File: src/rtl/mcpu_gpu_pkg.sv
// Shared framebuffer geometry and fetch FSM encoding for the MCPU GPU blocks.
package mcpu_gpu;

  localparam int unsigned FB_WIDTH         = 256;
  localparam int unsigned FB_HEIGHT        = 240;
  localparam int unsigned FB_WORDS_PER_ROW = 16;
  localparam int unsigned FB_BPP           = 2;
  localparam int unsigned FB_LAST_WORD     = FB_WORDS_PER_ROW - 1;

  // Palette reset contents, entry 3 in the top nibble down to entry 0.
  localparam logic [15:0] PAL_RESET = 16'hFA50;

  typedef enum logic [1:0] {
    FETCH_IDLE = 2'd0,
    FETCH_REQ  = 2'd1,
    FETCH_CAPT = 2'd2
  } fetch_state_e;

endpackage

File: src/rtl/mcpu_fb_fetch.sv
// Single-word RAM read sequencer: holds rd_req with a stable address until
// granted, then flags the cycle in which read data must be captured.
module mcpu_fb_fetch
  import mcpu_gpu::*;
#(
  parameter int unsigned           DATA_WIDTH = 16,
  parameter logic [DATA_WIDTH-1:0] FB_BASE    = DATA_WIDTH'(16'h0800)
) (
  input  logic                  clk,
  input  logic                  reset,
  input  logic                  start_i,
  input  logic [DATA_WIDTH-1:0] addr_i,
  input  logic                  rd_ack_i,
  output logic                  rd_req_o,
  output logic [DATA_WIDTH-1:0] rd_addr_o,
  output logic                  idle_c,
  output logic                  capt_c
);

  fetch_state_e          state_q;
  logic                  rd_req_q;
  logic [DATA_WIDTH-1:0] rd_addr_q;

  always_ff @(posedge clk or posedge reset) begin
    if (reset) begin
      state_q   <= FETCH_IDLE;
      rd_req_q  <= 1'b0;
      rd_addr_q <= FB_BASE;
    end else begin
      case (state_q)
        FETCH_IDLE: begin
          if (start_i) begin
            state_q   <= FETCH_REQ;
            rd_req_q  <= 1'b1;
            rd_addr_q <= addr_i;
          end
        end
        FETCH_REQ: begin
          if (rd_ack_i) begin
            state_q  <= FETCH_CAPT;
            rd_req_q <= 1'b0;
          end
        end
        FETCH_CAPT: state_q <= FETCH_IDLE;
        default:    state_q <= FETCH_IDLE;
      endcase
    end
  end

  assign rd_req_o  = rd_req_q;
  assign rd_addr_o = rd_addr_q;
  assign idle_c    = (state_q == FETCH_IDLE);
  assign capt_c    = (state_q == FETCH_CAPT);

endmodule

File: src/rtl/mcpu_fb_scanout.sv
// 2bpp framebuffer scanout: double-buffered word fetch (cur/nxt), 2x pixel
// scaling from hvsync counters, 4-entry palette and sticky underrun flag.
module mcpu_fb_scanout
  import mcpu_gpu::*;
#(
  parameter int unsigned           DATA_WIDTH = 16,
  parameter logic [DATA_WIDTH-1:0] FB_BASE    = DATA_WIDTH'(16'h0800),
  parameter int unsigned           H_MAX      = 308,
  parameter int unsigned           V_MAX      = 261
) (
  input  logic                  clk,
  input  logic                  reset,
  input  logic [8:0]            hpos,
  input  logic [8:0]            vpos,
  input  logic                  display_on,
  output logic                  rd_req,
  output logic [DATA_WIDTH-1:0] rd_addr,
  input  logic                  rd_ack,
  input  logic [DATA_WIDTH-1:0] rd_data,
  input  logic                  pal_we,
  input  logic [1:0]            pal_idx,
  input  logic [3:0]            pal_data,
  output logic [3:0]            rgb,
  output logic                  underrun
);

  logic [8:0]            next_v_c;
  logic                  pre_trig_c, word_trig_c, trig_c;
  logic                  line_load_c, word_load_c, load_c, start_c;
  logic                  idle_c, capt_c;
  logic [7:0]            fetch_row_c;
  logic [3:0]            fetch_word_c;
  logic [DATA_WIDTH-1:0] fetch_addr_c;
  logic [2:0]            pix_p_c;
  logic [4:0]            pix_sh_c;
  logic [1:0]            pix_c;

  logic [DATA_WIDTH-1:0] cur_q, nxt_q;
  logic                  nxt_valid_q, underrun_q;
  logic [3:0]            rgb_q;
  logic [3:0][3:0]       pal_q;

  // Fetch/load scheduling decoded from the beam position; vblank lines never
  // load, so an empty nxt there is not an underrun.
  always_comb begin
    next_v_c     = (vpos == 9'(V_MAX)) ? 9'd0 : vpos + 9'd1;
    pre_trig_c   = (hpos == 9'(FB_WIDTH)) && (next_v_c < 9'(FB_HEIGHT));
    word_trig_c  = !hpos[8] && (hpos[3:0] == 4'd0) &&
                   (hpos[7:4] != 4'(FB_LAST_WORD)) && (vpos < 9'(FB_HEIGHT));
    trig_c       = pre_trig_c || word_trig_c;
    fetch_row_c  = pre_trig_c ? next_v_c[8:1] : vpos[8:1];
    fetch_word_c = pre_trig_c ? 4'd0 : hpos[7:4] + 4'd1;
    fetch_addr_c = FB_BASE + DATA_WIDTH'(32'(fetch_row_c) * FB_WORDS_PER_ROW +
                                         32'(fetch_word_c));
    line_load_c  = (hpos == 9'(H_MAX)) && (next_v_c < 9'(FB_HEIGHT));
    word_load_c  = (hpos < 9'(FB_WIDTH - 1)) && (hpos[3:0] == 4'hF) &&
                   (vpos < 9'(FB_HEIGHT));
    load_c       = line_load_c || word_load_c;
    start_c      = trig_c && idle_c;
    pix_p_c      = hpos[3:1];
    pix_sh_c     = 5'(DATA_WIDTH - FB_BPP) - 5'(32'(pix_p_c) * FB_BPP);
    pix_c        = 2'(cur_q >> pix_sh_c);
  end

  mcpu_fb_fetch #(
    .DATA_WIDTH (DATA_WIDTH),
    .FB_BASE    (FB_BASE)
  ) u_fetch (
    .clk       (clk),
    .reset     (reset),
    .start_i   (start_c),
    .addr_i    (fetch_addr_c),
    .rd_ack_i  (rd_ack),
    .rd_req_o  (rd_req),
    .rd_addr_o (rd_addr),
    .idle_c    (idle_c),
    .capt_c    (capt_c)
  );

  // Later assignments win: a capture landing with a load/start keeps nxt valid.
  always_ff @(posedge clk or posedge reset) begin
    if (reset) begin
      cur_q       <= '0;
      nxt_q       <= '0;
      nxt_valid_q <= 1'b0;
      underrun_q  <= 1'b0;
      rgb_q       <= 4'h0;
      pal_q       <= PAL_RESET;
    end else begin
      rgb_q <= display_on ? pal_q[pix_c] : 4'h0;
      if (pal_we) pal_q[pal_idx] <= pal_data;
      if (load_c) begin
        cur_q       <= nxt_valid_q ? nxt_q : '0;
        nxt_valid_q <= 1'b0;
      end
      if (start_c) nxt_valid_q <= 1'b0;
      if (capt_c) begin
        nxt_q       <= rd_data;
        nxt_valid_q <= 1'b1;
      end
      if ((load_c && !nxt_valid_q) || (trig_c && !idle_c)) underrun_q <= 1'b1;
    end
  end

  assign rgb      = rgb_q;
  assign underrun = underrun_q;

endmodule

File: config.mk
export PLATFORM = sky130hd
export DESIGN_NAME = mcpu_fb_scanout
export DESIGN_NICKNAME = d
export VERILOG_FILES = /design/src/rtl/mcpu_gpu_pkg.sv /design/src/rtl/mcpu_fb_fetch.sv /design/src/rtl/mcpu_fb_scanout.sv
export SDC_FILE = /design/constraint.sdc
export NUM_CORES = 1
export LEC_CHECK = 0
export CAP_MARGIN = 20
export CORE_ASPECT_RATIO = 1.25
export CORE_MARGIN = 8
export CORE_UTILIZATION = 50
export DETAILED_ROUTE_END_ITERATION = 6
export GPL_ROUTABILITY_DRIVEN = 1
export PLACE_DENSITY = 0.83
export SETUP_SLACK_MARGIN = 0.15
export SLEW_MARGIN = 20
export SYNTH_ARGS = -nofsm -noshare
export SYNTH_HDL_FRONTEND = slang
export SYNTH_SLANG_ARGS = --single-unit
File: constraint.sdc
create_clock -name clk -period 5.6 [get_ports clk]
set_input_delay 1.12 -clock clk [delete_from_list [all_inputs] [get_ports clk]]
set_output_delay 1.12 -clock clk [all_outputs]
set_load 0.05 [all_outputs]
==> metrics.cfg <==
[status]
status=complete, no violations

[floorplan]
design.die.area_sq_um=9907
start_util=0.5084
core_area_sq_um=6849
ios=67
rows=34
die_h_um=109.3
die_w_um=90.64

[setup_path]
slowest_delay_ps=610
critPathMaxFanout=18
r2r-start=cur_q[6]
crit_slowest_cell=o31ai_4
worst_r2r_path_depth=4
startpoint_type=input port
worst-endpoint-required_ps=5840
crit_type=in2reg
critPathCaptureType=register
cp.arrival_ps=3840
crit_path_start=vpos[1]
crit_path_frequent_cell=a21oi_1
cp_cell_sequence=clkdlybuf4s50_1 -> ha_1 -> a21oi_1 -> o311a_1 -> o31ai_2 -> nor2_2 -> o31ai_4 -> buf_8 -> a21oi_1 -> a21o_1

[drt]
drc=0
drtAntennaViolNets=0
drt-wirelength-per-cell_um=15.99
vias_per_cell=5.425
dr_total_vias=2528
drt_pass1_iterations=4
drt_iter0_drc=108
wl_um=7452

[cts]
clk_latency_ps=350
root_buffer=clkbuf_8
cts_sinks=70
cts_max_path_buffers=2
postCtsHoldBufs=0
htreeDepth=3
clk_pin_slew_ps=80
cts_buffers=9
ctsResizeCount=0
cts_setup_buffers=0
cts_tree=built

[min_path]
hp-class=reg2reg
whs_path_depth=1
hp-start=u_fetch.state_q[1]

[logic_synthesis]
synth_largest_area_cell=dfrtp_1
synth_cell_type_count=53
synth_flop_cell=dfrtp_1
mappedNetlistArea_sq_um=3482
syn_inst=308
ys_seq_area_frac=0.5063
synth-async-reset-ratio=1.000
synth-warning-count=0
ys_top_cells_by_area=dfrtp_1, mux2_2, dfstp_2, mux4_2, nand3_1
synth.avg_cell_area_sq_um=11.31
yosys.area.top_type_share=0.4384
synth-seq-cells=70
synth-edff-count=0

[timing]
fin_crit_ps=3595
finalSetupViolCount=0
fin_crit_sh=0.6420
hold_violations=0
tns_ps=0
slew_headroom=0.4203
fmax_mhz=278.2
final.setup.worst_slack_ps=2005
slew_violations=0
hold_ws_ps=498.7
worstMarginPinSlew_ps=869.5
clock-skew-final_ps=7.767
rsz0062_at_grt=false

[flow_run]
maxCapViolations=0

[finish]
final_area_sq_um=4412
final_nets=420
synthToLayoutAreaGrowth_pct=26.70
n_antenna_cell=0
layout-drive-gt1-share=0.2154

[global_routing]
grt_pass1_wl_um=12790
first_global_vias=2747
grt_max_degree=71
grt_overflow_total=0
grtUsageTotal=0.1600
antenna_found_initial=0

[pwr]
intPower_mw=1.292
pwr-share-clk=0.264
seqPwrFrac=0.410
power.total_mw=1.944
vdd_drop_max_mv=0.2326
p_leak_nw=1.849
power.switching_mw=0.6517
switching_share=0.3353
p_comb_frac=0.327
powerDensity_nw_per_um2=440.6

[placement]
place_area_sq_um=4141
gp_congestion=0.8707
post-place-ws_ps=1543
hpwl_um=5397
io_buffers=63

[state kept, by name, summed over array words and instances (netlist names)]
register,count
nxt_q,16
u_fetch.rd_req_o,1
cur_q,16
rgb,4
u_fetch.rd_addr_o,13
pal_q,16
nxt_valid_q,1
u_fetch.state_q,2
underrun,1
[power groups by stage]
stage               Sequential (mW)  Combinational, mW  Clock (mW)
floorplan                     0.929              0.301           0
global placement              0.796              0.626           0
detailed placement            0.804              0.641           0
CTS                           0.796              0.643       0.524
global route                  0.821              0.684       0.544
finish                        0.796              0.635       0.513
[cells in the final DEF, fill, tap and decap left out, types with 3 or more instances in the layout]
master,n
clkdlybuf4s50_1,63
dfrtp_1,61
mux2_2,33
nand3_1,27
inv_1,25
nor2_1,25
o21ai_0,20
clkbuf_8,11
a21oi_1,10
nand2_1,9
dfstp_2,9
mux4_2,8
and2_1,5
nand3b_1,4
or3_1,4
mux2i_1,4
ha_1,4
nor2b_1,3
conb_1,3
bufinv_16,3
[worst max-delay path, delay by kind of cell]
kind / cells / cell delay, ps
compound gates: 6 / 1560
fa+ha+maj: 1 / 270
buf+inv: 2 / 780
simple gates: 1 / 110
[cells in the mapped netlist (all sizes together), types with 2 or more instances]
cell    instances
dfrtp          61
mux2           33
nand3          28
nor2           27
inv            26
o21ai          21
a21oi          11
buf            11
dfstp           9
nand2           9
mux4            8
and2            5
clkbuf          5
ha              4
mux2i           4
nand3b          4
or3             4
nor2b           3
nor3            3
a211oi          2
and3            2
and4            2
nand4           2
o31ai           2
xor2            2
[layout make-up]
cell class | count | area, sq um
fillers | 555 | 2437
repair buffers | 66 | 660.6
clock inverters | 5 | 103.9
flip-flops and latches | 70 | 1763
multi-input cells | 198 | 1523
well taps | 90 | 112.6
inverters | 26 | 97.59
clock buffers | 11 | 151.4
[per-layer routing]
metal	part of all wire	track usage	up-vias
li1	-	-	1213
met1	0.44	0.1866	1251
met2	0.50	0.2714	56
met3	0.048	0.03893	8
met4	0.016	0.08224	0
met5	0	0	-
[through the flow]
stage | instances | utilization
after floorplan | 310 | -
after global placement | 449 | 0.6047
after detailed placement | 449 | 0.6047
after CTS | 465 | 0.6419
after global routing | 466 | 0.6441
final | 466 | 0.6441
[worst paths after layout]
check | end | slack, ps
setup / recovery | nxt_valid_q | 2000
hold / removal | u_fetch.state_q[1] | 500
setup reg to reg | rgb[1] | 3300
hold reg to reg | u_fetch.state_q[1] | 500
max in group asynchronous | u_fetch.state_q[0] | 3670
min in group asynchronous | u_fetch.rd_addr_o[12] | 1360
[kinds of logic (layout without fill, tap and decap cells)]
logic type      after synthesis  after routing  share of synthesized area
fa+ha+maj                     4              4                    0.01437
buf+inv                      42            108                    0.05857
xor+xnor                      3              3                   0.007547
other cells                   1              3                   0.001077
flops                        70             70                     0.5063
compound gates               48             48                    0.09810
mux                          45             45                     0.1700
simple gates                 95             95                     0.1441
(Power assumes the default switching activity.)
